==> config.mk <==
export PLATFORM = sky130hd
export DESIGN_NAME = pc_fetch_unit
export DESIGN_NICKNAME = d
export VERILOG_FILES = /design/src/rtl/pc_pkg.sv /design/src/rtl/pc_ras.sv /design/src/rtl/pc_fetch_unit.sv
export SDC_FILE = /design/constraint.sdc
export NUM_CORES = 1
export LEC_CHECK = 0
export CORE_MARGIN = 2
export CORE_UTILIZATION = 42
export CTS_CLUSTER_SIZE = 20
export DETAILED_ROUTE_END_ITERATION = 12
export PLACE_DENSITY = 0.64
export SETUP_SLACK_MARGIN = 0.3
export SYNTH_ARGS = -nofsm -noshare
export SYNTH_HDL_FRONTEND = slang
export SYNTH_SLANG_ARGS = --single-unit
==> constraint.sdc <==
create_clock -name clock -period 4.9 [get_ports clock]
set_input_delay 0.98 -clock clock [delete_from_list [all_inputs] [get_ports clock]]
set_output_delay 0.98 -clock clock [all_outputs]
set_load 0.02 [all_outputs]
==> src/rtl/pc_pkg.sv <==
// Shared constants and the command encoding used by the fetch unit and its
// return-address stack.
package pc_pkg;

    localparam int          DEF_ADDR_W    = 32;
    localparam int          DEF_STEP      = 4;
    localparam logic [31:0] DEF_RESET_VEC = 32'h0000_0000;
    localparam int          DEF_RAS_DEPTH = 8;

    typedef enum logic [2:0] {
        CMD_SEQ   = 3'd0,
        CMD_REDIR = 3'd1,
        CMD_CALL  = 3'd2,
        CMD_RET   = 3'd3,
        CMD_HOLD  = 3'd4
    } cmd_e;

    // Priority: pause > call > ret > redirect > sequential.
    function automatic cmd_e decode_cmd(
        input logic pause,
        input logic call,
        input logic ret,
        input logic redirect
    );
        cmd_e cmd;
        if (pause) begin
            cmd = CMD_HOLD;
        end else if (call) begin
            cmd = CMD_CALL;
        end else if (ret) begin
            cmd = CMD_RET;
        end else if (redirect) begin
            cmd = CMD_REDIR;
        end else begin
            cmd = CMD_SEQ;
        end
        return cmd;
    endfunction

endpackage

==> src/rtl/pc_ras.sv <==
// Circular return-address stack: a push when full overwrites the oldest entry,
// a pop when empty is ignored; both report a one-cycle event pulse.
module pc_ras
    import pc_pkg::*;
#(
    parameter int ADDR_W = DEF_ADDR_W,
    parameter int DEPTH  = DEF_RAS_DEPTH
) (
    input  logic                         clock,
    input  logic                         reset,
    input  logic                         push,
    input  logic                         pop,
    input  logic [ADDR_W-1:0]            push_data,
    output logic [ADDR_W-1:0]            top,
    output logic [$clog2(DEPTH+1)-1:0]   count,
    output logic                         full,
    output logic                         empty,
    output logic                         overflow,
    output logic                         underflow
);

    localparam int PTR_W = $clog2(DEPTH);
    localparam int CNT_W = $clog2(DEPTH + 1);
    localparam logic [CNT_W-1:0] CNT_MAX = CNT_W'(DEPTH);

    logic [ADDR_W-1:0] mem_r [DEPTH];
    logic [PTR_W-1:0]  sp_r;
    logic [CNT_W-1:0]  count_r;
    logic              overflow_r;
    logic              underflow_r;
    logic              full_s;
    logic              empty_s;
    logic [PTR_W-1:0]  top_idx_s;

    // sp_r is the next free slot; when full it also points at the oldest entry.
    assign full_s    = (count_r == CNT_MAX);
    assign empty_s   = (count_r == {CNT_W{1'b0}});
    assign top_idx_s = sp_r - PTR_W'(1'b1);

    assign top       = mem_r[top_idx_s];
    assign count     = count_r;
    assign full      = full_s;
    assign empty     = empty_s;
    assign overflow  = overflow_r;
    assign underflow = underflow_r;

    // Stack pointer, occupancy and event pulses.
    always_ff @(posedge clock or negedge reset) begin
        if (!reset) begin
            sp_r        <= {PTR_W{1'b0}};
            count_r     <= {CNT_W{1'b0}};
            overflow_r  <= 1'b0;
            underflow_r <= 1'b0;
        end else begin
            overflow_r  <= 1'b0;
            underflow_r <= 1'b0;
            if (push) begin
                sp_r <= sp_r + PTR_W'(1'b1);
                if (full_s) begin
                    overflow_r <= 1'b1;
                end else begin
                    count_r <= count_r + CNT_W'(1'b1);
                end
            end else if (pop) begin
                if (empty_s) begin
                    underflow_r <= 1'b1;
                end else begin
                    sp_r    <= top_idx_s;
                    count_r <= count_r - CNT_W'(1'b1);
                end
            end
        end
    end

    // Entry storage; validity is tracked by count_r so no reset is needed.
    always_ff @(posedge clock) begin
        if (reset && push) begin
            mem_r[sp_r] <= push_data;
        end
    end

endmodule

==> src/rtl/pc_fetch_unit.sv <==
// Program-counter generator: priority command decode, target alignment,
// next-PC selection and the PC register, backed by a return-address stack.
module pc_fetch_unit
    import pc_pkg::*;
#(
    parameter int                ADDR_W    = DEF_ADDR_W,
    parameter int                STEP      = DEF_STEP,
    parameter logic [ADDR_W-1:0] RESET_VEC = ADDR_W'(DEF_RESET_VEC),
    parameter int                RAS_DEPTH = DEF_RAS_DEPTH
) (
    input  logic                             clock,
    input  logic                             reset,
    input  logic                             pause,
    input  logic                             redirect,
    input  logic                             call,
    input  logic                             ret,
    input  logic [ADDR_W-1:0]                target,
    output logic [ADDR_W-1:0]                instruction_address,
    output logic [$clog2(RAS_DEPTH+1)-1:0]   ras_count,
    output logic                             ras_empty,
    output logic                             ras_full,
    output logic                             ras_overflow,
    output logic                             ras_underflow
);

    localparam logic [ADDR_W-1:0] STEP_V     = ADDR_W'(STEP);
    localparam logic [ADDR_W-1:0] ALIGN_MASK = ~(STEP_V - ADDR_W'(1'b1));
    localparam logic [ADDR_W-1:0] RESET_PC   = RESET_VEC & ALIGN_MASK;

    cmd_e              cmd_s;
    logic [ADDR_W-1:0] pc_r;
    logic [ADDR_W-1:0] pc_next_s;
    logic [ADDR_W-1:0] seq_pc_s;
    logic [ADDR_W-1:0] target_aligned_s;
    logic [ADDR_W-1:0] ras_top_s;
    logic              ras_empty_s;
    logic              push_s;
    logic              pop_s;

    assign seq_pc_s         = pc_r + STEP_V;
    assign target_aligned_s = target & ALIGN_MASK;

    // Command decode and next-PC selection; an empty-stack return falls through to sequential.
    always_comb begin
        cmd_s     = decode_cmd(pause, call, ret, redirect);
        pc_next_s = seq_pc_s;
        push_s    = 1'b0;
        pop_s     = 1'b0;
        case (cmd_s)
            CMD_HOLD: begin
                pc_next_s = pc_r;
            end
            CMD_CALL: begin
                pc_next_s = target_aligned_s;
                push_s    = 1'b1;
            end
            CMD_RET: begin
                pop_s = 1'b1;
                if (ras_empty_s) begin
                    pc_next_s = seq_pc_s;
                end else begin
                    pc_next_s = ras_top_s;
                end
            end
            CMD_REDIR: begin
                pc_next_s = target_aligned_s;
            end
            CMD_SEQ: begin
                pc_next_s = seq_pc_s;
            end
            default: begin
                pc_next_s = seq_pc_s;
            end
        endcase
    end

    // Program-counter register.
    always_ff @(posedge clock or negedge reset) begin
        if (!reset) begin
            pc_r <= RESET_PC;
        end else begin
            pc_r <= pc_next_s;
        end
    end

    assign instruction_address = pc_r;
    assign ras_empty           = ras_empty_s;

    pc_ras #(
        .ADDR_W (ADDR_W),
        .DEPTH  (RAS_DEPTH)
    ) u_ras (
        .clock     (clock),
        .reset     (reset),
        .push      (push_s),
        .pop       (pop_s),
        .push_data (seq_pc_s),
        .top       (ras_top_s),
        .count     (ras_count),
        .full      (ras_full),
        .empty     (ras_empty_s),
        .overflow  (ras_overflow),
        .underflow (ras_underflow)
    );

endmodule

Yosys cells after proc, flatten, opt, wreduce, memory -nomap -nowiden
Memories as Yosys holds them, arrays and structs flattened.
Index checks and enable logic that the tools add are counted.

word-level totals
  memories = 1
  register bits = 41
  bits of input ports = 38
  RAM bits = 256

memory list
  memory       words  bits a word  read ports  clocked after memory_dff  write ports  line          RTL
  u_ras.mem_r  8      32           1           0                         1            pc_ras.sv:26  logic [ADDR_W-1:0] mem_r [DEPTH];

cells by class
  mux-type cells = 22
  eq/ne operators = 7
  reductions and logical operators = 6
  add/sub/neg operators = 5

operators with widths
  cell                                                                      number
  32-bit one-hot mux with 3 select lines                                    1
  32-bit by 3-bit adder with 32-bit output (second input constant)          1
  32-bit two-way mux                                                        1
  4-bit two-way mux                                                         4
  3-bit two-way mux                                                         4
  1-bit two-way mux                                                         10
  3-bit by 2-bit equality test with 1-bit output (second input constant)    2
  4-bit by 1-bit adder with 4-bit output (second input constant)            1
  4-bit equality test (second input constant)                               1
  4-bit logical NOT                                                         1
  2-bit two-way mux                                                         2
  4-bit by 1-bit subtractor with 4-bit output (second input constant)       1
  3-bit by 1-bit adder with 3-bit output (second input constant)            1
  3-bit by 1-bit equality test with 1-bit output (second input constant)    1
  3-bit equality test (second input constant)                               1
  3-bit AND reduction                                                       1
  3-bit by 1-bit subtractor with 3-bit output (second input constant)       1
  2-bit by 1-bit inequality test with 1-bit output (second input constant)  1
  2-bit inequality test (second input constant)                             1
  2-bit AND reduction                                                       1
  2-bit nonzero test                                                        1
  2-bit OR reduction                                                        1
  1-bit logical AND                                                         1

Longest topological paths before layout
Gate-level depths: netlist of the first run.

  depth in word-level cells = 9
  mapped depth = 13
  mapped depth without buffers = 8

By module
A second synthesis of the first run with hierarchy kept.

second synthesis, totals
  cell total of the unflattened synthesis = 728
  area, all modules = 13132.6 um^2

modules (own cells, without submodules)
  module         area an instance (um^2)  times used  sequential area each (um^2)  cells each
  pc_ras         10476.3                  1           7912.6                       437
  pc_fetch_unit  2656.3                   1           800.8                        291

Worst setup path after synthesis of the first run
OpenSTA, ideal clock, no wires.

  path kind = input -> register
  start = input port call
  end = memory u_ras.mem_r[1][0] (netlist bit), enable pin
  slack = 0.609 ns
  required time = 4.439 ns
  data arrival time = 3.830 ns
  library setup time = 0.461 ns
  stages on the path = 5
  cell sequence = buf_2 > inv_1 > nor2_1 > nand3_1 > nor3_1

on the way
  cells in the longest elaborated chain, start to end = 7

RTL lines
  what                                            line                 RTL
  from (decl)                                     pc_fetch_unit.sv:15  input logic call,
  2-bit two-way mux                               pc_pkg.sv:28         end else if (call) begin
  3-bit two-way mux                               pc_pkg.sv:26         if (pause) begin
  3-bit by 2-bit equality test with 1-bit output  pc_fetch_unit.sv:49  case (cmd_s)
  1-bit two-way mux                               pc_fetch_unit.sv:49
  1-bit logical AND                               pc_ras.sv:77         if (reset && push) begin
  1-bit two-way mux                               pc_ras.sv:77
  1-bit two-way mux (not written as such)         pc_ras.sv:78         mem_r[sp_r] <= push_data;
  to (decl)                                       pc_ras.sv:26

Every way passes these cells.

Worst setup path after layout of the first run
  start = register u_ras.count_r[1], in the netlist u_ras.count[1]
  end = output port ras_empty

on the way
  cells in the longest elaborated chain, start to end = 1

RTL lines
  what                    line                 RTL
  from (decl)             pc_ras.sv:28         logic [CNT_W-1:0] count_r;
  from (signal assigned)  pc_ras.sv:51         count_r <= {CNT_W{1'b0}};
  from (signal assigned)  pc_ras.sv:62         count_r <= count_r + CNT_W'(1'b1);
  from (signal assigned)  pc_ras.sv:69         count_r <= count_r - CNT_W'(1'b1);
  4-bit logical NOT       pc_ras.sv:37         assign empty_s = (count_r == {CNT_W{1'b0}});
  to (decl)               pc_fetch_unit.sv:20  output logic ras_empty,

Every way passes these cells.

==> results.txt, run 1 <==
----------------------------------------------------
[CTS]
  Root Buffer ... sky130_fd_sc_hd__clkbuf_16
  Clock slew at the register clock pins of the worst setup and hold paths ... 0.06 ns
  TritonCTS clock tree ... done
  Source-to-sink clock delay at the later pin of the worst-skew pair ... 0.56 ns
  CTS H-tree lvls ... 1
  Count of hold buffers inserted by post-cts repair ... 0
  Count of cells resized by post-cts repair ... 0
  Total clock buffers created by CTS ... 31
  Max Root-Sink Buffers ... 3
  Postcts setup bufs ... 0
  TritonCTS sink count ... 297

[Detailed routing]
  TritonRoute pass-1 iters ... 5
  Total via count after detailed routing ... 7496
  Final wirelength ... 31.0 mm
  First-iteration detailed-routing DRC count ... 656
  Number of vias per cell ... 5.74
  Final routed wire length divided by cell count ... 23.7 um
  DRC Markers ... 0
  Count of antenna-violating nets left after detailed routing ... 0

[GRT]
  Largest net degree at the start of global routing ... 47
  Global-route track usage on met3 ... 3.50%
  Met1 capacity usage during global routing ... 28.7%
  GR Util All Layers ... 20.1%
  Busiest grt layer ... met2
  Residual overflow from global routing ... 0
  Number of global-route vias before repair ... 7546
  Antenna violations before repair ... 0
  Global-route wire length before repair ... 46.8 mm
  Global routing met2 resource utilization ... 32.4%

[Worst setup path]
  Launching element type of the critical path ... flop
  Critical Setup Path Class ... flop to output port
  Worst-path maximum fanout ... 9
  Setup slack, reg-to-reg ... 1.62 ns
  Endpoint required time on the critical path ... 3.92 ns
  Element type at the critical path end ... output port
  Depth of the worst register-to-register path ... 5
  Crit Reg-Reg Startpoint ... instruction_address[2]
  Data arrival, critical path ... 2.41 ns
  RR Endpoint ... u_ras.mem_r[5][26]

[STA]
  Post-route clock period utilization ... 69.2%
  Max Slew Vio Count ... 0
  Worst slew margin ... 21.2%
  Setup Total Neg Slack ... 0 ns
  Upper clock frequency limit ... 295 MHz
  Time the final worst path needs with I/O delays and setup ... 3.39 ns
  Fin worst setup slack ... 1.51 ns
  Worst-case clock skew ... 0.0228 ns
  Actual transition at the worst max-transition pin ... 1.17 ns
  Setup repair after global routing missed its margin ... no
  Hold Fails Final Rpt ... 0
  Setup-violating endpoint count in the final report ... 0

[Placement]
  Sum of net half-perimeters after detailed placement ... 17.9 mm
  Placer congestion estimate ... 0.782
  Setup WS pre-CTS ... 1.09 ns
  Count of input and output buffers ... 75

[Synth]
  Post-Syn Area ... 12600 um^2
  Syn Inst Count ... 809
  Per-instance average area after synthesis ... 15.6 um^2
  Mapped Nets ... 852
  Count of flip-flops with a built-in enable after synthesis ... 256
  Flip-flop cell with the highest count after synthesis ... sky130_fd_sc_hd__edfxtp_1
  Synthesis Warnings ... 0
  Fraction of post-synthesis cell area in the top cell type by area ... 61.0%
  Library cell with the largest summed area after synthesis ... sky130_fd_sc_hd__edfxtp_1
  Cell types occupying the most area after synthesis ... sky130_fd_sc_hd__edfxtp_1 61%, sky130_fd_sc_hd__mux4_2 9.6%, sky130_fd_sc_hd__dfrtp_1 8.1%, sky130_fd_sc_hd__nand2_1 2.4%, sky130_fd_sc_hd__a21oi_1 1.7%
  Unique cell type count in the Yosys netlist ... 61
  Top post-synthesis cells by count ... 256 x sky130_fd_sc_hd__edfxtp_1, 79 x sky130_fd_sc_hd__nand2_1, 54 x sky130_fd_sc_hd__mux4_2
  Most frequent cell after synthesis ... sky130_fd_sc_hd__edfxtp_1
  Share of synthesized area occupied by flip-flops and latches ... 69.1%
  Asr flop ratio synth ... 13.8%
  Number of synthesized register bits ... 297

[Floorplanning]
  Die X ... 177 um
  Number of rows in the core area ... 63
  Die Footprint ... 31400 um^2
  Area of the placeable core ... 29600 um^2
  Starting Density ... 42.5%
  Die Height ... 177 um
  Top-level I/O count ... 78

[Power and ir drop]
  Static power due to leakage ... 4.93 nW
  P per Cell Area ... 583 nW/um^2
  Highest ir drop seen on vdd ... 0.431 mV

[Finish]
  P&R area growth vs syn ... 17.7%
  Nets ... 934
  Fraction of final layout cells sized beyond drive strength 1 ... 16.4%
  Count of inserted antenna diode cells ... 0

[Outcome]
  Outcome ... finished clean

[Flow run]
  Number of maximum-capacitance violations ... 0

[Worst hold path]
  Worst hold path class ... input pin to async pin

----------------------------------------------------
## registers in the layout, summed over array words and instances, names as in the netlist
signal	flops
u_ras.mem_r	256
u_ras.count	4
u_ras.sp_r	3
u_ras.underflow	1
u_ras.overflow	1
instruction_address	32
## cells by family (layout without fill, tap and decap cells)
group,after synthesis,in the layout,share of synthesized area (%)
AOI/OAI and AO/OA,124,124,6.43
xor gates and xnor gates,36,36,2.50
adders and majority gates,5,5,0.496
buffers and inverters,63,169,2.24
DFF,297,297,69.1
muxes,71,71,11.0
and+or+nand+nor,213,213,8.23
## area by class of cell
cell class / count / area [um^2]
well taps: 390 / 488
flip-flops and latches: 297 / 8710
clock buffers: 45 / 868
clock inverters: 12 / 90.1
fillers: 2491 / 14800
repair buffers: 97 / 931
multi-input cells: 449 / 3700
inverters: 15 / 56.3
## report_power, final
group | switching [mW] | internal (mW) | leakage (nW) | total, mW
sequential | 0.284 | 3.15 | 2.78 | 3.44
combinational | 1.69 | 1.33 | 1.69 | 3.02
clock | 0.928 | 1.28 | 0.469 | 2.20
## metrics by stage
step           area [um^2]  instances  power (mW)  utilization, %  hold WS (ns)
2_1_floorplan        12600        809        5.56               -         0.561
3_3_place_gp         13900       1248        6.48            46.9         0.533
3_5_place_dp         13900       1248        6.55            46.9         0.573
5_1_grt              14800       1305        9.09            50.1         0.214
6_report             14800       1305        8.66            50.1         0.229
4_1_cts              14800       1305        8.75            50.1         0.213
## layout by cell type, fill, tap and decap left out, types with 5 or more instances in the layout
cell type / synthesis / final
sky130_fd_sc_hd__nand4_1: 8 / 8
sky130_fd_sc_hd__inv_1: 15 / 15
sky130_fd_sc_hd__edfxtp_1: 256 / 256
sky130_fd_sc_hd__nor2_1: 40 / 33
sky130_fd_sc_hd__xnor2_1: 23 / 22
sky130_fd_sc_hd__xor2_1: 13 / 12
sky130_fd_sc_hd__nor2_4: 1 / 7
sky130_fd_sc_hd__nand2_1: 79 / 79
sky130_fd_sc_hd__a22oi_1: 9 / 9
sky130_fd_sc_hd__and3_1: 7 / 7
sky130_fd_sc_hd__mux2i_1: 15 / 15
sky130_fd_sc_hd__o21ai_0: 22 / 22
sky130_fd_sc_hd__a31oi_1: 6 / 6
sky130_fd_sc_hd__clkinv_1: 0 / 5
sky130_fd_sc_hd__clkdlybuf4s50_1: 0 / 73
sky130_fd_sc_hd__dfrtp_1: 41 / 40
sky130_fd_sc_hd__o211ai_1: 5 / 5
sky130_fd_sc_hd__buf_4: 3 / 20
sky130_fd_sc_hd__nor3_1: 19 / 17
sky130_fd_sc_hd__a21oi_1: 43 / 43
sky130_fd_sc_hd__a221oi_1: 7 / 7
sky130_fd_sc_hd__nand3_1: 36 / 36
sky130_fd_sc_hd__clkbuf_1: 22 / 10
sky130_fd_sc_hd__mux4_2: 54 / 54
sky130_fd_sc_hd__clkbuf_16: 0 / 31
## worst max-delay path, stage by stage (launching register included)
cell                              delay, ns
sky130_fd_sc_hd__dfrtp_1               0.47
sky130_fd_sc_hd__or4_1                 0.70
sky130_fd_sc_hd__inv_1                 0.09
sky130_fd_sc_hd__clkdlybuf4s50_1       0.60
## routing by layer
layer	up-vias	part of all wire, %
li1	3329	-
met1	3854	43
met2	271	48
met3	42	7.3
met4	0	1.8
met5	-	0
## worst max path at each step
stage,to,slack (ns),from
after CTS,ras_empty,1.46,u_ras.count[1]
final,ras_empty,1.51,u_ras.count[1]
after detailed placement,instruction_address[6],1.09,call
after global routing,ras_empty,1.39,u_ras.count[1]
after global placement,u_ras.mem_r[3][2],1.12,call
after floorplan,u_ras.mem_r[1][0],0.61,call
Note: power is estimated with default switching activity, not from simulation.
==> run 2, diff against run 1 <==
Settings changed: PLACE_DENSITY 0.64 to 0.66.
Clock period 4.9 ns to 2.95 ns, I/O delays scaled along.
==> results.txt, run 2 (synthesis gave the netlist of run 1 again) <==
----------------------------------------------------
[CTS]
  Max Root-Sink Buffers ... 3 (unchanged)
  Clock slew at the register clock pins of the worst setup and hold paths ... 0.06 ns (about the same)
  TritonCTS clock tree ... done
  CTS H-tree lvls ... 1 (unchanged)
  Count of hold buffers inserted by post-cts repair ... 0 (unchanged)
  Root Buffer ... sky130_fd_sc_hd__clkbuf_16
  TritonCTS sink count ... 297 (unchanged)
  Source-to-sink clock delay at the later pin of the worst-skew pair ... 0.55 ns (about the same)
  Postcts setup bufs ... 0 (unchanged)
  Total clock buffers created by CTS ... 30 (-3.2%)

[Finish]
  Fraction of final layout cells sized beyond drive strength 1 ... 21.5% (+5.1 points)
  Flip-flop count of the largest register after layout ... 256 (unchanged)
  Register with the most flip-flops ... u_ras.mem_r
  P&R area growth vs syn ... 22.7%
  Count of inserted antenna diode cells ... 0 (unchanged)
  Top library cells by usage in the layout, fill and taps aside ... 256 x sky130_fd_sc_hd__edfxtp_1, 79 x sky130_fd_sc_hd__nand2_1, 71 x sky130_fd_sc_hd__clkdlybuf4s50_1
  Leading cell type in the layout, fill and taps excluded ... sky130_fd_sc_hd__edfxtp_1
  Final Core Density ... 52.2% (+2.1 points)
  Nets ... 973 (+4.2%)

[Floorplanning]
  Starting Density ... 42.5% (unchanged)
  Die Footprint ... 31400 um^2 (unchanged)
  Die X ... 177 um (unchanged)
  Top-level I/O count ... 78 (unchanged)
  Number of rows in the core area ... 63 (unchanged)
  Area of the placeable core ... 29600 um^2 (unchanged)
  Die Height ... 177 um (unchanged)

[Worst setup path]
  Worst-path maximum fanout ... 8 (-1)
  Critical Setup Path Class ... flop to output port
  Worst setup path start ... u_ras.count[0]
  Max incr delay on CP ... 0.60 ns (-0.10 ns)
  Launching element type of the critical path ... flop
  Endpoint required time on the critical path ... 2.36 ns (-1.56 ns)
  Crit path cell chain ... or4_4 -> inv_1 -> clkdlybuf4s15_1
  Element type at the critical path end ... output port
  Crit Reg-Reg Startpoint ... instruction_address[2]
  Combined buffer and inverter count along the critical path ... 2 (unchanged)
  Gate family responsible for the most delay along the worst path ... simple AND/OR/NAND/NOR gates
  Data arrival, critical path ... 1.99 ns (-0.42 ns)
  Slowest-stage cell, CP ... sky130_fd_sc_hd__or4_4

[Power and ir drop]
  Highest ir drop seen on vdd ... 0.584 mV (+35%)
  Seq pwr share ... 37.2% (-2.5 points)
  Proportion of total power due to net switching ... 32.8% (-0.67 points)
  Static power due to leakage ... 5.25 nW (+6.5%)
  Combinational group share of total power ... 36.3% (+1.4 points)
  P per Cell Area ... 984 nW/um^2 (+69%)
  Sw power ... 5.00 mW (+72%)
  Overall power of the completed layout ... 15.2 mW (+76%)
  Internal Power ... 10.2 mW (+78%)
  Portion of total power attributed to the clock network ... 26.5% (+1.0 points)

[STA]
  Setup-violating endpoint count in the final report ... 0 (unchanged)
  Worst slew margin ... 44.4% (+23 points)
  Hold Fails Final Rpt ... 0 (unchanged)
  Actual transition at the worst max-transition pin ... 0.824 ns (-0.349 ns)
  Setup repair after global routing missed its margin ... yes
  Post-route clock period utilization ... 87.4%
  Upper clock frequency limit ... 388 MHz
  Worst-case clock skew ... 0.0134 ns (-0.00944 ns)
  Max Slew Vio Count ... 0 (unchanged)
  Time the final worst path needs with I/O delays and setup ... 2.58 ns

[Outcome]
  Outcome ... finished clean

[Detailed routing]
  DRC Markers ... 0 (unchanged)
  Number of vias per cell ... 5.74 (about the same)
  First-iteration detailed-routing DRC count ... 664 (+1.2%)
  Count of antenna-violating nets left after detailed routing ... 0 (unchanged)
  Total via count after detailed routing ... 7714 (+2.9%)
  Final routed wire length divided by cell count ... 23.5 um (-1.1%)
  Final wirelength ... 31.5 mm (+1.9%)
  TritonRoute pass-1 iters ... 7 (+2)

[Flow run]
  Number of maximum-capacitance violations ... 0 (unchanged)

[Placement]
  Sum of net half-perimeters after detailed placement ... 19.3 mm (+8.1%)
  Count of input and output buffers ... 75 (unchanged)
  Placer congestion estimate ... 0.777 (-0.64%)

[Worst hold path]
  Worst hold path class ... input pin to async pin

[GRT]
  Largest net degree at the start of global routing ... 47 (unchanged)
  Number of global-route vias before repair ... 7679 (+1.8%)
  Residual overflow from global routing ... 0 (unchanged)
  GR Util All Layers ... 20.2% (+0.079 points)
  Antenna violations before repair ... 0 (unchanged)
  Global-route wire length before repair ... 47.0 mm (+0.28%)

----------------------------------------------------
## run 2: cell types whose count changed in the layout (fill, tap and decap cells not counted), moves of 5 or more
cell and change:
sky130_fd_sc_hd__bufinv_16 +5, sky130_fd_sc_hd__xnor2_1 -6, sky130_fd_sc_hd__buf_12 +10, sky130_fd_sc_hd__clkbuf_1 -5
sky130_fd_sc_hd__buf_4 +30, sky130_fd_sc_hd__xnor2_2 +6
## run 2: worst paths after layout
path                                           endpoint  slack [ns]  cells past startpoint
min in group clock                       u_ras.overflow        0.55                      4
worst max register to register       u_ras.mem_r[0][20]        0.41                      6
worst min-delay path                     u_ras.count[3]        0.11                      2
worst max-delay path                          ras_empty        0.37                      3
max in group asynchronous       instruction_address[13]        2.53                      2
worst min register to register           u_ras.count[3]        0.57                      1
## run 2: layer usage
| metal | share of wire (%) | vias up | global-route usage, % |
|---|---|---|---|
| met3 | 6.9 | 56 | 3.46 |
| met5 | 0 | - | 0 |
| met1 | 42 | 3956 | 28.2 |
| li1 | - | 3407 | - |
| met4 | 2.5 | 0 | 5.87 |
| met2 | 48 | 295 | 32.8 |
## run 2: power by group through the flow
stage | clock network, mW | registers (mW) | logic (mW)
floorplan | 0 | 5.75 | 3.72
global placement | 0 | 5.72 | 5.46
detailed placement | 0 | 5.73 | 5.51
CTS | 4.09 | 5.65 | 5.54
global route | 4.26 | 5.71 | 5.99
finish | 4.04 | 5.67 | 5.52
## run 2: timing repair
| action | 4_1_cts | 5_1_grt |
|---|---|---|
| gates resized for setup | 4 | 11 |
| endpoints found under the setup margin | 10 | 66 |
| gates cloned | 0 | 0 |
## run 2: final cells by class
type | instances | area [um^2]
multi-input cells | 449 | 3790
clock inverters | 18 | 238
flip-flops and latches | 297 | 8720
repair buffers | 137 | 1360
well taps | 390 | 488
clock buffers | 38 | 822
fillers | 2449 | 14200
inverters | 15 | 58.8
## run 2: through the flow
step	TNS [ns]	area, um^2	std cells	hold slack [ns]	setup slack (ns)
after floorplan	-9.66	12700	809	0.294	-0.101
after CTS	0	15400	1344	0.113	0.296
final	0	15500	1344	0.113	0.371
after global placement	0	14300	1288	0.538	0.112
after global routing	0	15500	1344	0.130	0.286
after detailed placement	0	14300	1288	0.550	0.0892
==> run 3, diff against run 2 <==
Settings changed: ABC_AREA set to 0, CTS_CLUSTER_DIAMETER set to 150.
==> results.txt, run 3 (synthesis gave the netlist of run 1 again) <==
----------------------------------------------------
[Placement]
  Sum of net half-perimeters after detailed placement ... 19.3 mm (unchanged)
  Placer congestion estimate ... 0.777 (unchanged)
  Count of input and output buffers ... 75 (unchanged)
  Instance area at placement ... 14300 um^2 (unchanged)
  Setup WS pre-CTS ... 0.0892 ns (unchanged)
  Number of instances in the placed design ... 1288 (unchanged)

[Power and ir drop]
  Highest ir drop seen on vdd ... 0.577 mV (-1.2%)
  P per Cell Area ... 916 nW/um^2 (-7.0%)
  Overall power of the completed layout ... 13.7 mW (-10%)
  Static power due to leakage ... 5.00 nW (-4.8%)

[Worst setup path]
  Launching element type of the critical path ... flop
  Endpoint required time on the critical path ... 2.36 ns (about the same)
  Worst setup path start ... u_ras.count[0]
  Number of cells on the critical path ... 3 (unchanged)
  Setup slack, reg-to-reg ... 0.40 ns (about the same)
  Max incr delay on CP ... 0.61 ns (about the same)
  Element type at the critical path end ... output port
  Slowest-stage cell, CP ... sky130_fd_sc_hd__or4_4
  Critical Setup Path Class ... flop to output port
  Worst-path maximum fanout ... 8 (unchanged)
  Depth of the worst register-to-register path ... 6 (unchanged)
  Data arrival, critical path ... 1.97 ns (-0.02 ns)
  Gate family responsible for the most delay along the worst path ... simple AND/OR/NAND/NOR gates
  Crit path cell chain ... or4_4 -> inv_1 -> dlygate4sd2_1
  Crit Reg-Reg Startpoint ... instruction_address[2]
  Combined buffer and inverter count along the critical path ... 2 (unchanged)

[STA]
  Worst-case clock skew ... 0.0128 ns (-0.000630 ns)
  Upper clock frequency limit ... 390 MHz (+0.53%)
  Time the final worst path needs with I/O delays and setup ... 2.56 ns (-0.0136 ns)
  Setup repair after global routing missed its margin ... yes
  Setup-violating endpoint count in the final report ... 0 (unchanged)
  Post-route clock period utilization ... 86.9% (-0.46 points)
  Worst hold margin ... 0.154 ns (+0.0412 ns)
  Worst slew margin ... 44.4% (about the same)
  Setup Total Neg Slack ... 0 ns (unchanged)
  Actual transition at the worst max-transition pin ... 0.824 ns (+0.0000501 ns)
  Hold Fails Final Rpt ... 0 (unchanged)
  Max Slew Vio Count ... 0 (unchanged)
  Fin worst setup slack ... 0.385 ns (+0.0136 ns)

[Finish]
  Count of inserted antenna diode cells ... 0 (unchanged)
  Top library cells by usage in the layout, fill and taps aside ... 256 x sky130_fd_sc_hd__edfxtp_1, 79 x sky130_fd_sc_hd__nand2_1, 71 x sky130_fd_sc_hd__clkdlybuf4s50_1
  Flip-flop count of the largest register after layout ... 256 (unchanged)
  Leading cell type in the layout, fill and taps excluded ... sky130_fd_sc_hd__edfxtp_1
  Final std cell area, no fill ... 14900 um^2 (-3.5%)
  Fraction of final layout cells sized beyond drive strength 1 ... 19.3% (-2.2 points)
  Register with the most flip-flops ... u_ras.mem_r
  Final Core Density ... 50.4% (-1.8 points)
  Nets ... 961 (-1.2%)
  P&R area growth vs syn ... 18.4%
  Post-layout instance count excluding filler cells ... 1319 (-1.9%)

[GRT]
  GR Util All Layers ... 20.0% (-0.26 points)
  Largest net degree at the start of global routing ... 47 (unchanged)
  Residual overflow from global routing ... 0 (unchanged)
  Antenna violations before repair ... 0 (unchanged)
  Number of global-route vias before repair ... 7589 (-1.2%)
  Global-route wire length before repair ... 46.3 mm (-1.5%)

[Worst hold path]
  Worst hold path class ... input pin to async pin

[Flow run]
  Number of maximum-capacitance violations ... 0 (unchanged)

[Outcome]
  Outcome ... finished clean

[CTS]
  Clock slew at the register clock pins of the worst setup and hold paths ... 0.09 ns (+0.03 ns)
  TritonCTS clock tree ... done
  Source-to-sink clock delay at the later pin of the worst-skew pair ... 0.51 ns (-0.04 ns)
  Total clock buffers created by CTS ... 18 (-40%)
  TritonCTS sink count ... 297 (unchanged)
  Root Buffer ... sky130_fd_sc_hd__clkbuf_16
  Max Root-Sink Buffers ... 3 (unchanged)
  CTS H-tree lvls ... 1 (unchanged)

[Floorplanning]
  Number of rows in the core area ... 63 (unchanged)
  Die Footprint ... 31400 um^2 (unchanged)
  Top-level I/O count ... 78 (unchanged)
  Area of the placeable core ... 29600 um^2 (unchanged)
  Die X ... 177 um (unchanged)
  Starting Density ... 42.5% (unchanged)
  Die Height ... 177 um (unchanged)

[Detailed routing]
  First-iteration detailed-routing DRC count ... 675 (+1.7%)
  Final wirelength ... 31.0 mm (-1.7%)
  Final routed wire length divided by cell count ... 23.5 um (+0.11%)
  TritonRoute pass-1 iters ... 5 (-2)
  DRC Markers ... 0 (unchanged)
  Count of antenna-violating nets left after detailed routing ... 0 (unchanged)
  Total via count after detailed routing ... 7579 (-1.8%)
  Number of vias per cell ... 5.75 (+0.11%)

----------------------------------------------------
-- run 3: cell types whose count changed in the layout (fill, tap and decap cells not counted), moves of 2 or more --
cell,change
sky130_fd_sc_hd__clkinv_1,-7
sky130_fd_sc_hd__bufinv_16,-6
sky130_fd_sc_hd__clkbuf_8,-2
sky130_fd_sc_hd__clkinv_2,-2
sky130_fd_sc_hd__clkbuf_1,+6
sky130_fd_sc_hd__clkbuf_16,-12
-- run 3: final cells by class --
type / count / area, um^2
clock buffers: 30 / 517
clock inverters: 1 / 5.00
fillers: 2517 / 14700
inverters: 15 / 58.8
multi-input cells: 449 / 3780
flip-flops and latches: 297 / 8720
well taps: 390 / 488
repair buffers: 137 / 1360
-- run 3: path summary, 6_finish.rpt --
kind,end
setup / recovery,ras_empty
hold / removal,u_ras.underflow
setup reg to reg,u_ras.mem_r[6][20]
hold reg to reg,u_ras.count[3]
max in group asynchronous,instruction_address[21]
min in group clock,u_ras.count[3]
-- run 3: routing by layer --
metal	up-vias	routed length [um]	share of wire [%]	track usage, %
met3	51	2000	6.4	3.01
li1	3363	-	-	-
met5	-	0	0	0
met2	268	15200	49	32.8
met4	0	837	2.7	6.56
met1	3897	13000	42	27.5
-- run 3: power breakdown --
part	internal, mW	switching (mW)	total [mW]	leakage (nW)
combinational	2.52	2.97	5.49	1.97
clock	1.21	1.32	2.52	0.251
sequential	5.23	0.433	5.66	2.78
total	8.95	4.72	13.7	5.00
-- run 3: what timing repair did --
| item | CTS | global route |
|---|---|---|
| setup endpoints to repair | 9 | 44 |
| hold buffers | 0 | 0 |
| resized for setup | 4 | 8 |
| setup buffers | 0 | 0 |
| hold endpoints to repair | 0 | 0 |
